--- src/rtl/image_streamer.sv ---
// image_streamer: streams 28x28 images from pixel memory to a classifier and collects results.
// Optional label scoring is compiled in with `define IMAGE_STREAMER_SCORE_EN.
module image_streamer #(
    parameter int IMG_PIXELS     = 784,
    parameter int TIMEOUT_CYCLES = 65535
) (
    input  logic       clk,
    input  logic       rst,
    input  logic       start,
    input  logic [7:0] num_images,
    output logic [15:0] img_addr,
    input  logic [7:0] img_q,
    output logic [7:0] lbl_addr,
    input  logic [3:0] lbl_q,
    output logic [7:0] pixel_o,
    output logic       pixel_o_valid,
    input  logic [3:0] digit_i,
    input  logic       digit_i_valid,
    output logic       busy,
    output logic       done,
    output logic [7:0] timeout_count,
    output logic [7:0] correct_count,
    output logic [3:0] last_digit
);

    localparam int PW = $clog2(IMG_PIXELS + 1);
    localparam int WW = $clog2(TIMEOUT_CYCLES + 1);
    localparam logic [PW-1:0] PIX_LAST  = PW'(IMG_PIXELS - 1);
    localparam logic [PW-1:0] PIX_END   = PW'(IMG_PIXELS);
    localparam logic [WW-1:0] WAIT_LAST = WW'(TIMEOUT_CYCLES - 1);

    typedef enum logic [2:0] {
        IDLE,
        STREAM,
        WAIT,
        NEXT,
        DONE
    } state_t;

    state_t        state;
    state_t        state_nx;
    logic [7:0]    num_r;
    logic [7:0]    idx;
    logic [7:0]    idx_inc;
    logic [PW-1:0] pix;
    logic [WW-1:0] wait_cnt;
    logic [15:0]   base_nx;
    logic          more;
    logic          got_digit;
    logic          wait_exp;

    // State register
    always_ff @(posedge clk) begin
        if (rst) state <= IDLE;
        else     state <= state_nx;
    end

    // Next-state logic and status outputs
    always_comb begin
        state_nx  = state;
        busy      = 1'b0;
        done      = 1'b0;
        got_digit = 1'b0;
        wait_exp  = 1'b0;
        idx_inc   = idx + 8'd1;
        more      = idx_inc < num_r;
        base_nx   = 16'(idx_inc) * 16'(IMG_PIXELS);
        unique case (state)
            IDLE: begin
                if (start) state_nx = (num_images == 8'd0) ? DONE : STREAM;
            end
            STREAM: begin
                busy = 1'b1;
                if (pix == PIX_END) state_nx = WAIT;
            end
            WAIT: begin
                busy      = 1'b1;
                got_digit = digit_i_valid;
                wait_exp  = !digit_i_valid && (wait_cnt == WAIT_LAST);
                if (got_digit || wait_exp) state_nx = NEXT;
            end
            NEXT: begin
                busy     = 1'b1;
                state_nx = more ? STREAM : DONE;
            end
            DONE: begin
                done     = 1'b1;
                state_nx = IDLE;
            end
            default: state_nx = IDLE;
        endcase
    end

    // Address generation, pixel qualifier, wait timer and result counters
    always_ff @(posedge clk) begin
        if (rst) begin
            num_r         <= 8'd0;
            idx           <= 8'd0;
            pix           <= '0;
            wait_cnt      <= '0;
            img_addr      <= 16'd0;
            pixel_o_valid <= 1'b0;
            timeout_count <= 8'd0;
            last_digit    <= 4'd0;
        end else begin
            pixel_o_valid <= (state == STREAM) && (pix != PIX_END);
            unique case (state)
                IDLE: begin
                    if (start) begin
                        num_r         <= num_images;
                        idx           <= 8'd0;
                        pix           <= '0;
                        img_addr      <= 16'd0;
                        timeout_count <= 8'd0;
                    end
                end
                STREAM: begin
                    wait_cnt <= '0;
                    if (pix != PIX_END) pix <= pix + PW'(1);
                    if (pix < PIX_LAST) img_addr <= img_addr + 16'd1;
                end
                WAIT: begin
                    if (got_digit) begin
                        last_digit <= digit_i;
                    end else if (wait_exp) begin
                        if (timeout_count != 8'hff)
                            timeout_count <= timeout_count + 8'd1;
                    end else begin
                        wait_cnt <= wait_cnt + WW'(1);
                    end
                end
                NEXT: begin
                    idx <= idx_inc;
                    if (more) begin
                        pix      <= '0;
                        img_addr <= base_nx;
                    end
                end
                default: ;
            endcase
        end
    end

    // Pixel data is the memory read-back, forced to zero when not qualified
    assign pixel_o = pixel_o_valid ? img_q : 8'd0;

`ifdef IMAGE_STREAMER_SCORE_EN
    logic [3:0] lbl_r;

    assign lbl_addr = idx;

    // Capture the label once the last pixel has gone out
    always_ff @(posedge clk) begin
        if (rst)
            lbl_r <= 4'd0;
        else if (state == STREAM && pix == PIX_END)
            lbl_r <= lbl_q;
    end

    // Count results that agree with the label
    always_ff @(posedge clk) begin
        if (rst)
            correct_count <= 8'd0;
        else if (state == IDLE && start)
            correct_count <= 8'd0;
        else if (got_digit && digit_i == lbl_r && correct_count != 8'hff)
            correct_count <= correct_count + 8'd1;
    end
`else
    logic unused_lbl;

    assign lbl_addr      = 8'd0;
    assign correct_count = 8'd0;
    assign unused_lbl    = ^lbl_q;
`endif

endmodule

--- config.mk ---
export PLATFORM = sky130hd
export DESIGN_NAME = image_streamer
export DESIGN_NICKNAME = d
export VERILOG_FILES = /design/src/rtl/image_streamer.sv
export SDC_FILE = /design/constraint.sdc
export NUM_CORES = 1
export LEC_CHECK = 0
export CORE_UTILIZATION = 30
export DETAILED_ROUTE_END_ITERATION = 12
export PLACE_DENSITY = 0.49
export SYNTH_ARGS = -nofsm -noshare
export SYNTH_HDL_FRONTEND = slang
export SYNTH_SLANG_ARGS = --single-unit
--- constraint.sdc ---
create_clock -name clk -period 3.82 [get_ports clk]
set_input_delay 0.573 -clock clk [delete_from_list [all_inputs] [get_ports clk]]
set_output_delay 0.573 -clock clk [all_outputs]
set_load 0.02 [all_outputs]
Yosys cells after proc, flatten, opt, wreduce, memory -nomap -nowiden:

Index checks and enable logic that the tools add are counted.

* $mul: 1
* muxes and demuxes: 28
* $lt $le $gt $ge: 2
* reductions and logical operators: 19
* eq/ne operators: 18
* add/subtract/negate cells: 5

Operators with widths (number)
* $mux W16: 5
* $pmux W16 S3: 1
* $mux W8: 5
* $add A16 B1 Y16 const B: 2
* $pmux W16 S2: 1
* $pmux W8 S2: 2
* $mux W10: 3
* $pmux W10 S3: 1
* $add A8 B1 Y8 const B: 2
* $eq A16 B16 Y1 const B: 1
* $ne A2 B2 Y1 const B: 8
* $mux W3: 5
* $mul A8 B6 Y12 const B: 1
* $pmux W3 S4: 1
* $add A10 B1 Y10 const B: 1
* $eq A10 B10 Y1 const B: 1
* $lt A10 B10 Y1 const B: 1
* $ne A10 B10 Y1 const B: 1
* $logic_not A8 Y1: 1
* $lt A8 B8 Y1: 1
* $ne A8 B8 Y1 const B: 1
* $reduce_and A4 Y1: 2
* $eq A3 B2 Y1 const B: 2
* $reduce_and A2 Y1: 3
* other kinds (13): 21

* logic and storage cells: 82
* flip-flop bits (word level): 74
* output and inout bits: 55
* bits of input ports: 28

Logic depth before layout (Yosys ltp):

* depth after elaboration: 6
* mapped depth: 16
* mapped depth without buffers: 15

Worst setup path before layout:

OpenSTA, ideal clock, no wires.

* path kind: reg2reg
* start point: register idx[1]
* end point: register img_addr[15]
* cell stages (with the launch flop): 15
* required time: 3741 ps
* library setup time: 79 ps
* path buffers: 1
* data arrival time: 3407 ps
* period minus slack after synthesis: 3486 ps
* slack: 334 ps
* cells stage by stage: dfxtp_1 > ha_1 > clkbuf_2 > nand3_1 > xnor2_1 > ha_1 > ha_1 > ha_1 > ha_1 > o21ai_0 > o21a_1 > or4_1 > a211oi_1 > nor3_1 > o211ai_1

* word-level cells in the longest chain between the ends: 4
* elaborated cells on any way between the ends: 7
* those cells by class: 1 x add/sub; 1 x mul; 1 x order compare; 1 x eq/ne; 2 x mux; 1 x reduce/logical

RTL lines
* start: declaration: line 43 `logic [7:0] idx;`
* start signal: assignment: line 133 `idx <= idx_inc;`
* $add A8 B1 Y8 *: line 65 `idx_inc = idx + 8'd1;`
* $mul A8 B6 Y12 or $lt A8 B8 Y1 (tied branches): line 67, 66
* $mux W16 or $ne A2 B2 Y1 (tied branches)
* $pmux W16 S3 or $reduce_and A4 Y1 (tied branches)
* end signal: assignment: line 120 `if (pix < PIX_LAST) img_addr <= img_addr + 16'd1;`
* end signal: assignment: line 136 `img_addr <= base_nx;`
* end: declaration: line 11 `output logic [15:0] img_addr,`

Every way passes the cells marked *; elsewhere a longest branch is shown, timed or not. The select of a mux whose other input is x is not followed.
A chain may end at the register's enable or synchronous reset.

Worst setup path in the final report:

* start point: register idx[3]
* end point: register img_addr[15]

The elaborated chain is that of the path after synthesis.

==> insert_results.sql <==
INSERT INTO impl_metrics (metric_group, metric, value, unit) VALUES
('clocking', 'cts.reportedPaths.clkPinSlew', '0.06', 'ns'),
('critical_path', 'worst-path-max-fanout', '5', ''),
('logic_synthesis', 'synth-edff-count', '0', ''),
('place', 'place_area', '5610', 'um2'),
('logic_synthesis', 'ys_top_cells_by_area', 'dfxtp_1 (31%), ha_1 (9.2%), nor2_1 (4.7%)', ''),
('critical_path', 'timing.critical_path.to_type', 'register', ''),
('timing', 'report.final.setup_viol', '0', ''),
('run_status', 'run_status', 'finished clean', ''),
('power_and_ir_drop', 'ir_worst_vdd', '0.217', 'mV'),
('logic_synthesis', 'synth_area_per_cell', '8.22', 'um2'),
('critical_path', 'critPathKind', 'register to register', ''),
('critical_path', 'critical_path.startpoint_type', 'register', ''),
('final_layout', 'antenna-diode-count', '0', ''),
('floorplan', 'rows', '45', ''),
('place', 'dpl.cell_count', '845', ''),
('grt', 'antenna_found_initial', '0', ''),
('floorplan', 'initial_utilization', '31.0', '%'),
('timing', 'finalSetupTns', '0', 'ns'),
('timing', 'final_hold_violations', '0', ''),
('worst_hold_path', 'holdCritPathClass', 'register to register', ''),
('logic_synthesis', 'ys_types', '65', ''),
('floorplan', 'core_area', '15300', 'um2'),
('routing', 'first_pass_iters', '5', ''),
('logic_synthesis', 'yosysMostFrequentCell', 'dfxtp_1', ''),
('critical_path', 'worstPathArrival', '3.87', 'ns'),
('grt', 'grt-ovfl-total', '0', ''),
('critical_path', 'r2r_end', 'img_addr[15]', ''),
('critical_path', 'cp-endpoint', 'img_addr[15]', ''),
('final_layout', 'final_nets', '711', ''),
('logic_synthesis', 'synth.ff_latch_count', '74', ''),
('timing', 'holdWs', '0.459', 'ns'),
('routing', 'vias', '4401', ''),
('timing', 'relSlewSlack', '56.3', '%'),
('final_layout', 'fin_area', '5890', 'um2'),
('grt', 'grt_first_pass_wirelength', '20.5', 'mm'),
('final_layout', 'layoutNonFillerInstCount', '859', ''),
('routing', 'remaining_drc_errors', '0', ''),
('floorplan', 'die_width', '128', 'um'),
('clocking', 'cts-buffers-inserted', '9', ''),
('place', 'gp_routability_congestion', '0.764', ''),
('critical_path', 'worst-r2r-cell-count', '12', ''),
('grt', 'grt_start_max_net_pins', '34', ''),
('logic_synthesis', 'synth.largest_area_cell', 'dfxtp_1', ''),
('logic_synthesis', 'post-synth-top-area-fraction', '31.2', '%'),
('final_layout', 'synthToLayoutAreaGrowth', '23.9', '%'),
('clocking', 'cell_at_the_root_of_the_clock_tree', 'clkbuf_16', ''),
('timing', 'final_max_slew_viol_count', '0', ''),
('routing', 'drt-vias-per-instance', '5.12', ''),
('logic_synthesis', 'post_synth_instance_area', '4750', 'um2'),
('routing', 'final_antenna_net_count', '0', ''),
('grt', 'grt_pass1_vias', '4033', ''),
('grt', 'track_usage', '15.9', '%'),
('clocking', 'cts_tree', 'built', ''),
('power_and_ir_drop', 'power.static_leakage', '2.23', 'nW'),
('critical_path', 'critPathLaunch', 'idx[3]', ''),
('timing', 'top_achievable_clock_speed', '277', 'MHz'),
('clocking', 'insertion_delay_of_the_later_clocked_pin_in_the_worst_skew_pair', '0.34', 'ns'),
('timing', 'period_needed', '3.61', 'ns'),
('critical_path', 'critical_path_required', '4.08', 'ns'),
('critical_path', 'worstReg2RegStart', 'idx[3]', ''),
('routing', 'finalWirelength', '12.4', 'mm'),
('critical_path', 'r2r_slack', '0.21', 'ns'),
('clocking', 'htree_levels', '3', ''),
('logic_synthesis', 'async_flop_share', '0', '%'),
('worst_hold_path', 'min_path_cells', '2', ''),
('timing', 'slew_worst_pin', '0.650', 'ns'),
('routing', 'route.detailed.wl_per_inst', '14.4', 'um'),
('timing', 'clock-skew-final', '0.00683', 'ns'),
('routing', 'detailedRoute.firstIterationViolations', '229', ''),
('place', 'dp_worst_setup_slack', '0.00596', 'ns'),
('floorplan', 'design.die.area', '16300', 'um2');
[where the power goes]
part | internal, mW | switching [mW]
clock | 0.451 | 0.327
combinational | 0.0996 | 0.162
sequential | 0.789 | 0.0225
total | 1.34 | 0.512
[layout make-up]
cell class              instances  area [um2]
repair buffers                 83         773
fillers                      1587        9430
flip-flops and latches         74        1480
clock inverters                 2        15.0
clock buffers                  12         246
multi-input cells             457        3030
inverters                      20        75.1
well taps                     211         264
[placed cells by master, fill, tap and decap left out, drive strengths merged, types with 13 or more instances in the layout]
| cell | synthesis | layout |
|---|---|---|
| nor2 | 60 | 60 |
| buf | 24 | 22 |
| nand4 | 14 | 14 |
| xor2 | 14 | 14 |
| nand3 | 27 | 27 |
| dfxtp | 74 | 74 |
| a21oi | 45 | 45 |
| or3 | 13 | 13 |
| conb | 1 | 16 |
| o21ai | 22 | 22 |
| ha | 35 | 35 |
| nand2 | 50 | 50 |
| inv | 20 | 20 |
| nor3 | 13 | 13 |
| clkdlybuf4s50 | 0 | 61 |
[metrics by stage]
step	power (mW)	utilization (%)
after floorplan	1.00	-
after global placement	1.09	36.6
after detailed placement	1.09	36.6
after CTS	1.88	38.4
after global routing	1.93	38.4
final	1.85	38.4
[what timing repair did]
action / in CTS / in global routing
buffers inserted: 0 / 0
hold buffers: 0 / 0
setup endpoints to repair: 1 / 4
pin swaps: 0 / 1
gates resized for setup: 1 / 4
[logic make-up (layout without fill, tap and decap cells)]
kind of cell	Yosys count	after routing	share of synthesized area, %
simple gates	231	231	25.8
buf+inv	62	117	6.61
other cells	1	16	0.0789
fa+ha+maj	38	38	10.5
compound gates	139	139	19.3
xor+xnor	27	27	5.27
flops	74	74	31.2
mux	6	6	1.29
[sequential cells by signal, summed over array words and instances, names as in the netlist]
name           count
state              3
pixel_o_valid      1
img_addr          16
num_r              8
timeout_count      8
last_digit         4
wait_cnt          16
idx                8
pix               10
[metal layers]
metal	share of wire [%]	up-vias	GRT usage, %
met5	0	-	0
met4	1.4	0	6.02
met3	3.8	15	2.67
met2	46	109	25.0
met1	49	2078	21.6
li1	-	2199	-
[worst min path at each step]
stage	from	slack, ns	endpoint
5_1_grt	num_r[2]	0.48	num_r[2]
4_1_cts	num_r[2]	0.46	num_r[2]
3_5_place_dp	num_r[2]	0.45	num_r[2]
2_1_floorplan	num_r[0]	0.43	num_r[0]
6_report	num_r[4]	0.46	num_r[4]
3_3_place_gp	num_r[6]	0.45	num_r[6]
[critical path, cell delays in order (launching register included)]
cell and delay (ns):
dfxtp_1 0.41, nand3_1 0.16, o31a_1 0.29, or2_2 0.32
fa_1 0.44, ha_1 0.32, ha_1 0.31, a211oi_1 0.07
o21a_1 0.22, or4_1 0.48, a211oi_1 0.21, nor3_1 0.11
o211ai_1 0.17
No activity file was read; power rests on OpenSTA's default activity.
